`src/rtl/timer_pkg.sv`:
```
// Shared definitions for the down-counter timer: FSM state encoding and default width.
package timer_pkg;

  localparam int unsigned N_PADRAO = 4;

  typedef enum logic [1:0] {
    ST_OCIOSO   = 2'b00,
    ST_CONTANDO = 2'b01,
    ST_PAUSADO  = 2'b10,
    ST_FIM      = 2'b11
  } estado_t;

endpackage

```
`src/rtl/contador_decrescente.sv`:
```
// N-bit down-counter datapath: load, decrement (saturating at zero), hold, ripple borrow.
module contador_decrescente #(
  parameter int unsigned N = 4
) (
  input  logic         clock,
  input  logic         clr,
  input  logic         carrega,
  input  logic [N-1:0] valor,
  input  logic         decrementa,
  input  logic         ent,
  output logic [N-1:0] q,
  output logic         rbo
);

  // Count register; load wins over decrement, and zero never wraps.
  always_ff @(posedge clock or negedge clr) begin
    if (!clr) begin
      q <= '0;
    end else if (carrega) begin
      q <= valor;
    end else if (decrementa && (q != '0)) begin
      q <= q - N'(1);
    end
  end

  // Ripple borrow for cascading, gated by ent like the 74163 carry.
  assign rbo = ent && (q == '0);

endmodule

```
`src/rtl/timer_decrescente.sv`:
```
// Loadable down-counter timer with start/pause/expire FSM and cascade controls.
// Optional build macro TIMER_AUTO_RECARGA_EN: periodic reload instead of one-shot expiry.
module timer_decrescente
  import timer_pkg::*;
#(
  parameter int unsigned N = N_PADRAO
) (
  input  logic         clock,
  input  logic         clr,
  input  logic         ld,
  input  logic [N-1:0] D,
  input  logic         iniciar,
  input  logic         pausar,
  input  logic         ent,
  input  logic         enp,
  output logic [N-1:0] Q,
  output logic         rbo,
  output logic         fim,
  output logic         ocupado,
  output logic [1:0]   db_estado
);

  estado_t      estado, estado_prox;
  logic [N-1:0] recarga, recarga_prox;
  logic         fim_prox;
  logic         carrega;
  logic [N-1:0] valor;
  logic         decrementa;
  logic         habilitado;
  logic         q_zero, q_um, recarga_zero;

  assign habilitado   = ent && enp;
  assign q_zero       = (Q == '0);
  assign q_um         = (Q == N'(1));
  assign recarga_zero = (recarga == '0);

  contador_decrescente #(.N(N)) u_contador (
    .clock      (clock),
    .clr        (clr),
    .carrega    (carrega),
    .valor      (valor),
    .decrementa (decrementa),
    .ent        (ent),
    .q          (Q),
    .rbo        (rbo)
  );

  // State, reload value and expiry pulse registers.
  always_ff @(posedge clock or negedge clr) begin
    if (!clr) begin
      estado  <= ST_OCIOSO;
      recarga <= '0;
      fim     <= 1'b0;
    end else begin
      estado  <= estado_prox;
      recarga <= recarga_prox;
      fim     <= fim_prox;
    end
  end

  // Next state and datapath controls; priority is ld > iniciar > pausar > enables.
  always_comb begin
    estado_prox  = estado;
    recarga_prox = recarga;
    fim_prox     = 1'b0;
    carrega      = 1'b0;
    valor        = recarga;
    decrementa   = 1'b0;

    if (!ld) begin
      carrega      = 1'b1;
      valor        = D;
      recarga_prox = D;
      estado_prox  = ST_OCIOSO;
    end else begin
      case (estado)
        ST_OCIOSO: begin
          if (iniciar) begin
            if (q_zero) begin
              estado_prox = ST_FIM;
              fim_prox    = 1'b1;
            end else begin
              estado_prox = ST_CONTANDO;
            end
          end
        end
        ST_CONTANDO: begin
          if (iniciar) begin
            carrega = 1'b1;
          end else if (pausar) begin
            estado_prox = ST_PAUSADO;
          end else if (habilitado) begin
`ifdef TIMER_AUTO_RECARGA_EN
            // Zero lasts one enabled cycle, then the period restarts.
            if (q_zero) begin
              carrega = 1'b1;
            end else begin
              decrementa = 1'b1;
              fim_prox   = q_um;
            end
`else
            if (q_zero) begin
              estado_prox = ST_FIM;
              fim_prox    = 1'b1;
            end else begin
              decrementa = 1'b1;
              if (q_um) begin
                estado_prox = ST_FIM;
                fim_prox    = 1'b1;
              end
            end
`endif
          end
        end
        ST_PAUSADO: begin
          if (!pausar) begin
            estado_prox = ST_CONTANDO;
          end
        end
        ST_FIM: begin
          if (iniciar) begin
            if (recarga_zero) begin
              fim_prox = 1'b1;
            end else begin
              carrega     = 1'b1;
              estado_prox = ST_CONTANDO;
            end
          end
        end
        default: begin
          estado_prox = ST_OCIOSO;
        end
      endcase
    end
  end

  assign ocupado   = (estado == ST_CONTANDO) || (estado == ST_PAUSADO);
  assign db_estado = estado;

endmodule
```
`config.mk`:
```
export PLATFORM = sky130hd
export DESIGN_NAME = timer_decrescente
export DESIGN_NICKNAME = d
export VERILOG_FILES = /design/src/rtl/timer_pkg.sv /design/src/rtl/contador_decrescente.sv /design/src/rtl/timer_decrescente.sv
export SDC_FILE = /design/constraint.sdc
export NUM_CORES = 1
export LEC_CHECK = 0
export CORE_UTILIZATION = 42
export DETAILED_ROUTE_END_ITERATION = 12
export GPL_ROUTABILITY_DRIVEN = 0
export GPL_TIMING_DRIVEN = 0
export PLACE_DENSITY = 0.78
export SETUP_SLACK_MARGIN = 0.05
export SLEW_MARGIN = 5
export SYNTH_ARGS = -nofsm -noshare
export SYNTH_HDL_FRONTEND = slang
export SYNTH_SLANG_ARGS = --single-unit
```
`constraint.sdc`:
```
create_clock -name clock -period 1.7 [get_ports clock]
set_input_delay 0.17 -clock clock [delete_from_list [all_inputs] [get_ports clock]]
set_output_delay 0.17 -clock clock [all_outputs]
set_load 0.02 [all_outputs]
```
==> flow_metrics.py, run 1 <==
metrics = {
    "run_status": {
        "status": "complete, but fails checks",
        "violations": "setup timing",
    },
    "critical_path": {
        "r2r_cells": 5,
        "cp-start-kind": "flop",
        "crit_type": "reg2reg",
        "crit_required_ns": 1.84,
        "cp_max_fo": 3,
        "regToRegEndpoint": "u_contador.q[3]$_DFFE_PN0P_",
        "worstSetupEndpointType": "flop",
        "r2r_slack_ns": -0.04,
        "cp.arrival_ns": 1.89,
        "timing.rr.start": "u_contador.q[0]$_DFFE_PN0P_",
    },
    "detailed_routing": {
        "first_pass_iters": 4,
        "drc_errors": 0,
        "drt_first_iter_violations": 10,
        "wl_um": 1540,
        "avgViaCountPerCell": 4.886,
        "wl_per_cell_um": 12.52,
        "via_count": 601,
        "final_antenna_net_count": 0,
    },
    "power_and_ir_drop": {
        "ir_drop_mv": 0.6065,
        "p_per_area_mw_per_mm2": 1043,
        "p_leak_nw": 0.4866,
    },
    "yosys": {
        "synth_xor_area_share_pct": 1.146,
        "yosysSeqAreaShare_pct": 36.01,
        "yosysMostFrequentCell": "dfrtp_1",
        "synthFlopType": "dfrtp_1",
        "synth_fp_nets": 89,
        "synth_adder_area_share_pct": 9.820,
        "synth_edf_count": 0,
        "synth_area_leader_cell": "dfrtp_1",
        "synth_common_cells": "dfrtp_1, mux2_2, inv_1",
        "synth_area_leaders": "dfrtp_1, mux2_2, ha_1",
        "syn_inst": 72,
        "synth.avg_cell_area_um2": 10.62,
        "synth_top_family_by_area": "simple AND/OR/NAND/NOR gates",
        "ys_ff_latch": 11,
        "ys_types": 29,
        "synth_top_area_share_pct": 36.01,
        "synth-simple-area-share_pct": 21.77,
        "synth_compound_area_share_pct": 8.347,
        "ys_warn_count": 0,
        "async_reset_ff_share_pct": 100.0,
        "synth.area.mux_share_pct": 18.82,
        "synth_area_um2": 764.5,
    },
    "placement": {
        "dp_hpwl_um": 1095,
        "dpl_cell_area_um2": 998.5,
        "numPortBuffers": 18,
    },
    "cells_and_area": {
        "design_area_mm2": 0.001132,
        "fillers": 126,
        "n_antenna_cell": 0,
        "drive_above_1_share_pct": 41.84,
        "final_nets": 116,
        "multiInputGateArea_um2": 549.3,
        "syn2layout_area_growth_pct": 48.12,
        "seq_area_um2": 279.0,
        "finalCoreUtilization_pct": 66.30,
    },
    "sta": {
        "max_freq_ghz": 0.5732,
        "setup_slack_ns": -0.04458,
        "drv_slew": 0,
        "slew_headroom_pct": 68.77,
        "clock_skew_ns": 0.009543,
        "finalCritPeriodShare_pct": 102.6,
        "period_needed_ns": 1.745,
        "hold_viol": 0,
        "tightestPinTransition_ns": 0.4670,
        "rsz0062_at_grt": "yes",
        "setup_violations": 1,
    },
    "die": {
        "row_count": 15,
        "core_area_mm2": 0.001708,
        "start_util_pct": 44.76,
        "die_x_um": 44.67,
        "die_area_mm2": 0.001995,
        "ioPinCount": 20,
        "die_y_um": 44.67,
    },
    "global_route": {
        "grt_antenna_before_repair": 0,
        "grt_usage_pct": 15.19,
        "grt_pass1_vias": 553,
        "grt_overflow": 0,
        "grt_pass1_wl_um": 2221,
        "grt_max_degree": 12,
    },
    "clock_network": {
        "cts_tree": "done",
        "clk_path_buf_depth": 2,
        "clock_latency_ns": 0.26,
        "hold_buffers": 0,
        "path_clk_slew_ns": 0.07,
        "root_buffer": "clkbuf_4",
        "cts.sinks": 11,
        "htree_levels": 1,
        "cts_inserted_buffers": 3,
    },
    "run": {
        "cap_violations": 0,
    },
    "min_path": {
        "hold_path_class": "in2async",
    },
}
==> flip-flops by register name (all words and copies together), names as in the netlist <==
name and flops:
recarga 4, u_contador.q 4, db_estado 2, fim 1
==> routing by layer <==
metal  track usage (%)  vias up  part of all wire [%]
met5                 0        -                     0
met4             1.818        0                     0
met3             3.673        0                   2.4
met2             27.06       11                    50
met1             19.12      284                    47
li1                  -      306                     -
==> kinds of logic (layout without fill, tap and decap cells) <==
kind of cell / Yosys count / in the layout
xor gates and xnor gates: 1 / 1
DFF: 11 / 11
AOI/OAI and AO/OA: 8 / 8
muxes: 13 / 13
adders and majority gates: 6 / 6
buffers and inverters: 8 / 34
and+or+nand+nor: 25 / 25
==> power by group <==
group | switching [mW] | internal [mW]
combinational | 0.310 | 0.329
sequential | 0.0658 | 0.312
clock | 0.0741 | 0.0902
total | 0.450 | 0.732
==> worst max path at each step <==
stage / from / to
final: u_contador.q[0]$_DFFE_PN0P_ / u_contador.q[3]$_DFFE_PN0P_
after global routing: u_contador.q[0]$_DFFE_PN0P_ / u_contador.q[3]$_DFFE_PN0P_
after CTS: u_contador.q[0]$_DFFE_PN0P_ / u_contador.q[3]$_DFFE_PN0P_
after detailed placement: u_contador.q[0]$_DFFE_PN0P_ / rbo
after global placement: u_contador.q[0]$_DFFE_PN0P_ / rbo
after floorplan: db_estado[0]$_DFFE_PN0P_ / u_contador.q[3]$_DFFE_PN0P_
==> area by class of cell <==
cell class / count / share of cell area (%)
plain buffers: 1 / 0.4420
repair buffers: 22 / 19.01
clock buffers: 4 / 2.320
inverters: 7 / 2.320
flip-flops and latches: 11 / 24.64
well taps: 25 / 2.762
multi-input cells: 53 / 48.51
==> critical path: stages, from the launching register on <==
cell and delay [ns]:
dfrtp_2 0.41, buf_6 0.12, or3_4 0.38, nor3_4 0.14, mux2_4 0.32, mux2_2 0.26
==> stage by stage <==
step	setup WS, ns	hold slack (ns)	power, mW	TNS [ns]	instances
final	-0.04458	0.2303	1.181	-0.04458	123
after global routing	-0.07731	0.2562	1.258	-0.08232	123
after CTS	-0.02312	0.2358	1.108	-0.04520	121
after floorplan	0.04397	-0.1256	0.7267	0	72
after detailed placement	-0.2181	0.5046	0.9132	-0.4554	115
after global placement	-0.2065	0.4987	0.9030	-0.4043	115
==> timing repair <==
| action | CTS | global route |
|---|---|---|
| resized for setup | 10 | 14 |
| setup buffers | 2 | 2 |
| pin swaps | 0 | 4 |
| endpoints found under the setup margin | 4 | 6 |
==> cell usage in the layout, fill, tap and decap left out, types with 2 or more instances in the layout <==
master,count
mux2_4,3
nand2_1,6
mux2i_1,2
buf_6,2
mux2_2,8
clkdlybuf4s50_1,16
nor2_1,5
buf_4,3
nor3_1,2
nor3_4,3
dfrtp_1,8
inv_1,5
dfrtp_2,3
ha_4,2
ha_1,3
inv_2,2
clkbuf_4,3
Note: power is estimated with default switching activity, not from simulation.
==> run 2: changes to the inputs <==
CORE_UTILIZATION = 25   (was 42)
PLACE_DENSITY = 0.53   (was 0.78)
==> flow_metrics.py, run 2 (same netlist as run 1, synthesis figures left out) <==
metrics = {
    "run_status": {
        "status": "complete, but fails checks",
        "violations": "DRC, setup timing",
    },
    "detailed_routing": {
        "drt_first_iter_violations": 20,
        "wl_per_cell_um": 12.32,
        "avgViaCountPerCell": 4.677,
        "final_antenna_net_count": 0,
        "first_pass_iters": 8,
        "drc_errors": 2,
        "via_count": 608,
        "wl_um": 1601,
    },
    "cells_and_area": {
        "n_antenna_cell": 0,
        "drive_above_1_share_pct": 40.40,
        "fillers": 283,
        "layout_common_cells": "clkdlybuf4s50_1, mux2_2, dfrtp_1",
        "multiInputGateArea_um2": 529.3,
        "syn2layout_area_growth_pct": 46.97,
        "seq_area_um2": 279.0,
        "layout_commonest_cell": "clkdlybuf4s50_1",
        "final_nets": 117,
    },
    "critical_path": {
        "crit_required_ns": 1.85,
        "crit_type": "reg2reg",
        "worstSetupEndpointType": "flop",
        "cp-start-kind": "flop",
        "cp_max_fo": 3,
        "startpoint": "u_contador.q[0]$_DFFE_PN0P_",
        "crit_family": "multiplexers",
        "timing.rr.start": "u_contador.q[0]$_DFFE_PN0P_",
        "cp.arrival_ns": 1.87,
        "cp_slowest_stage_delay_ns": 0.41,
        "critical_path.slowest_cell": "dfrtp_2",
        "path_buf_inv": 1,
        "cp_cell_sequence": "buf_6 > or3_4 > nor3_2 > mux2_4 > mux2_2",
    },
    "die": {
        "die_area_mm2": 0.003283,
        "ioPinCount": 20,
        "row_count": 19,
        "start_util_pct": 27.02,
        "die_x_um": 57.30,
        "die_y_um": 57.30,
        "core_area_mm2": 0.002829,
    },
    "clock_network": {
        "htree_levels": 1,
        "cts_tree": "done",
        "clock_latency_ns": 0.26,
        "cts_inserted_buffers": 3,
        "path_clk_slew_ns": 0.07,
        "root_buffer": "clkbuf_4",
        "cts.sinks": 11,
        "clk_path_buf_depth": 2,
        "hold_buffers": 0,
    },
    "power_and_ir_drop": {
        "power_switching_mw": 0.4403,
        "combPwrFrac_pct": 52.7,
        "p_per_area_mw_per_mm2": 1032,
        "seqPwrFrac_pct": 32.3,
        "ir_drop_mv": 0.3477,
        "pwr-share-clk_pct": 14.9,
        "p_leak_nw": 0.4680,
        "p_sw_share_pct": 37.97,
        "p_int_mw": 0.7193,
    },
    "placement": {
        "numPortBuffers": 18,
        "place_ws_ns": -0.2414,
        "dp_hpwl_um": 1283,
    },
    "global_route": {
        "grt_antenna_before_repair": 0,
        "grt_pass1_vias": 574,
        "grt_util_met1_pct": 13.48,
        "use_met2_pct": 16.81,
        "grt_usage_pct": 10.62,
        "grt_overflow": 0,
        "grt_busiest_layer": "met2",
        "grt_pass1_wl_um": 2615,
        "grt_max_degree": 12,
        "met3_usage_pct": 0.6803,
    },
    "sta": {
        "setup_violations": 1,
        "tightestPinTransition_ns": 0.4836,
        "hold_viol": 0,
        "setup_slack_ns": -0.01493,
        "clock_skew_ns": 0.005244,
        "slew_headroom_pct": 67.66,
        "finalCritPeriodShare_pct": 100.9,
        "rsz0062_at_grt": "yes",
        "drv_slew": 0,
        "max_freq_ghz": 0.5831,
        "fin_setup_tns_ns": -0.01493,
        "period_needed_ns": 1.715,
    },
    "min_path": {
        "hold_path_class": "in2async",
    },
    "run": {
        "cap_violations": 0,
    },
}
[run 2: power by group through the flow]
stage               sequential [mW]  clock (mW)  combinational (mW)
finish                        0.375       0.173               0.612
floorplan                     0.421           0               0.306
global placement              0.383           0               0.536
CTS                           0.377       0.181               0.563
detailed placement            0.386           0               0.536
global route                  0.384       0.190               0.670
[run 2: per-layer routing]
| layer | vias to the layer above | share of wire (%) |
|---|---|---|
| met5 | - | 0 |
| met4 | 0 | 3.3 |
| met2 | 14 | 47 |
| li1 | 312 | - |
| met3 | 4 | 3.3 |
| met1 | 278 | 46 |
[run 2: worst reg2reg max path: cells and delay by family (launching register included)]
family | cells | cell delay [ns]
buffers and inverters | 1 | 0.12
flip-flops | 1 | 0.41
multiplexers | 2 | 0.57
AND/OR/NAND/NOR | 2 | 0.51
[run 2: per-stage QoR]
| step | power [mW] | utilization, % | cell area (um2) | hold slack, ns | instances |
|---|---|---|---|---|---|
| after detailed placement | 0.9217 | 35.56 | 1006 | 0.5085 | 121 |
| after floorplan | 0.7267 | - | 787.0 | -0.1256 | 72 |
| after global routing | 1.244 | 39.72 | 1124 | 0.2621 | 130 |
| final | 1.160 | 39.72 | 1124 | 0.2308 | 130 |
| after CTS | 1.121 | 37.68 | 1066 | 0.2301 | 127 |
| after global placement | 0.9187 | 35.56 | 1006 | 0.5200 | 121 |
[run 2: area by class of cell]
type                    instances  area share [%]
plain buffers                   1          0.4454
clock buffers                   4           2.339
inverters                       7           2.339
multi-input cells              53           47.10
flip-flops and latches         11           24.83
well taps                      31           3.452
repair buffers                 23           19.49
[run 2: worst paths after layout]
kind                                               end  slack (ns)  cells after the start
setup / recovery           u_contador.q[3]$_DFFE_PN0P_       -0.01                      5
hold / removal                           fim$_DFF_PN0_        0.23                      1
setup reg to reg           u_contador.q[3]$_DFFE_PN0P_       -0.01                      5
hold reg to reg                   recarga[2]$_DFF_PN0_        0.56                      1
max in group asynchronous  u_contador.q[0]$_DFFE_PN0P_        1.11                      1
min in group clock            db_estado[0]$_DFFE_PN0P_        0.23                      3
[run 2: timing repair]
action                                 in CTS  in global routing
setup endpoints to repair                   5                  6
endpoints found under the hold margin       0                  0
pin swaps                                   0                  3
resized for setup                          11                  7
setup buffers                               2                  3
cloned                                      0                  0
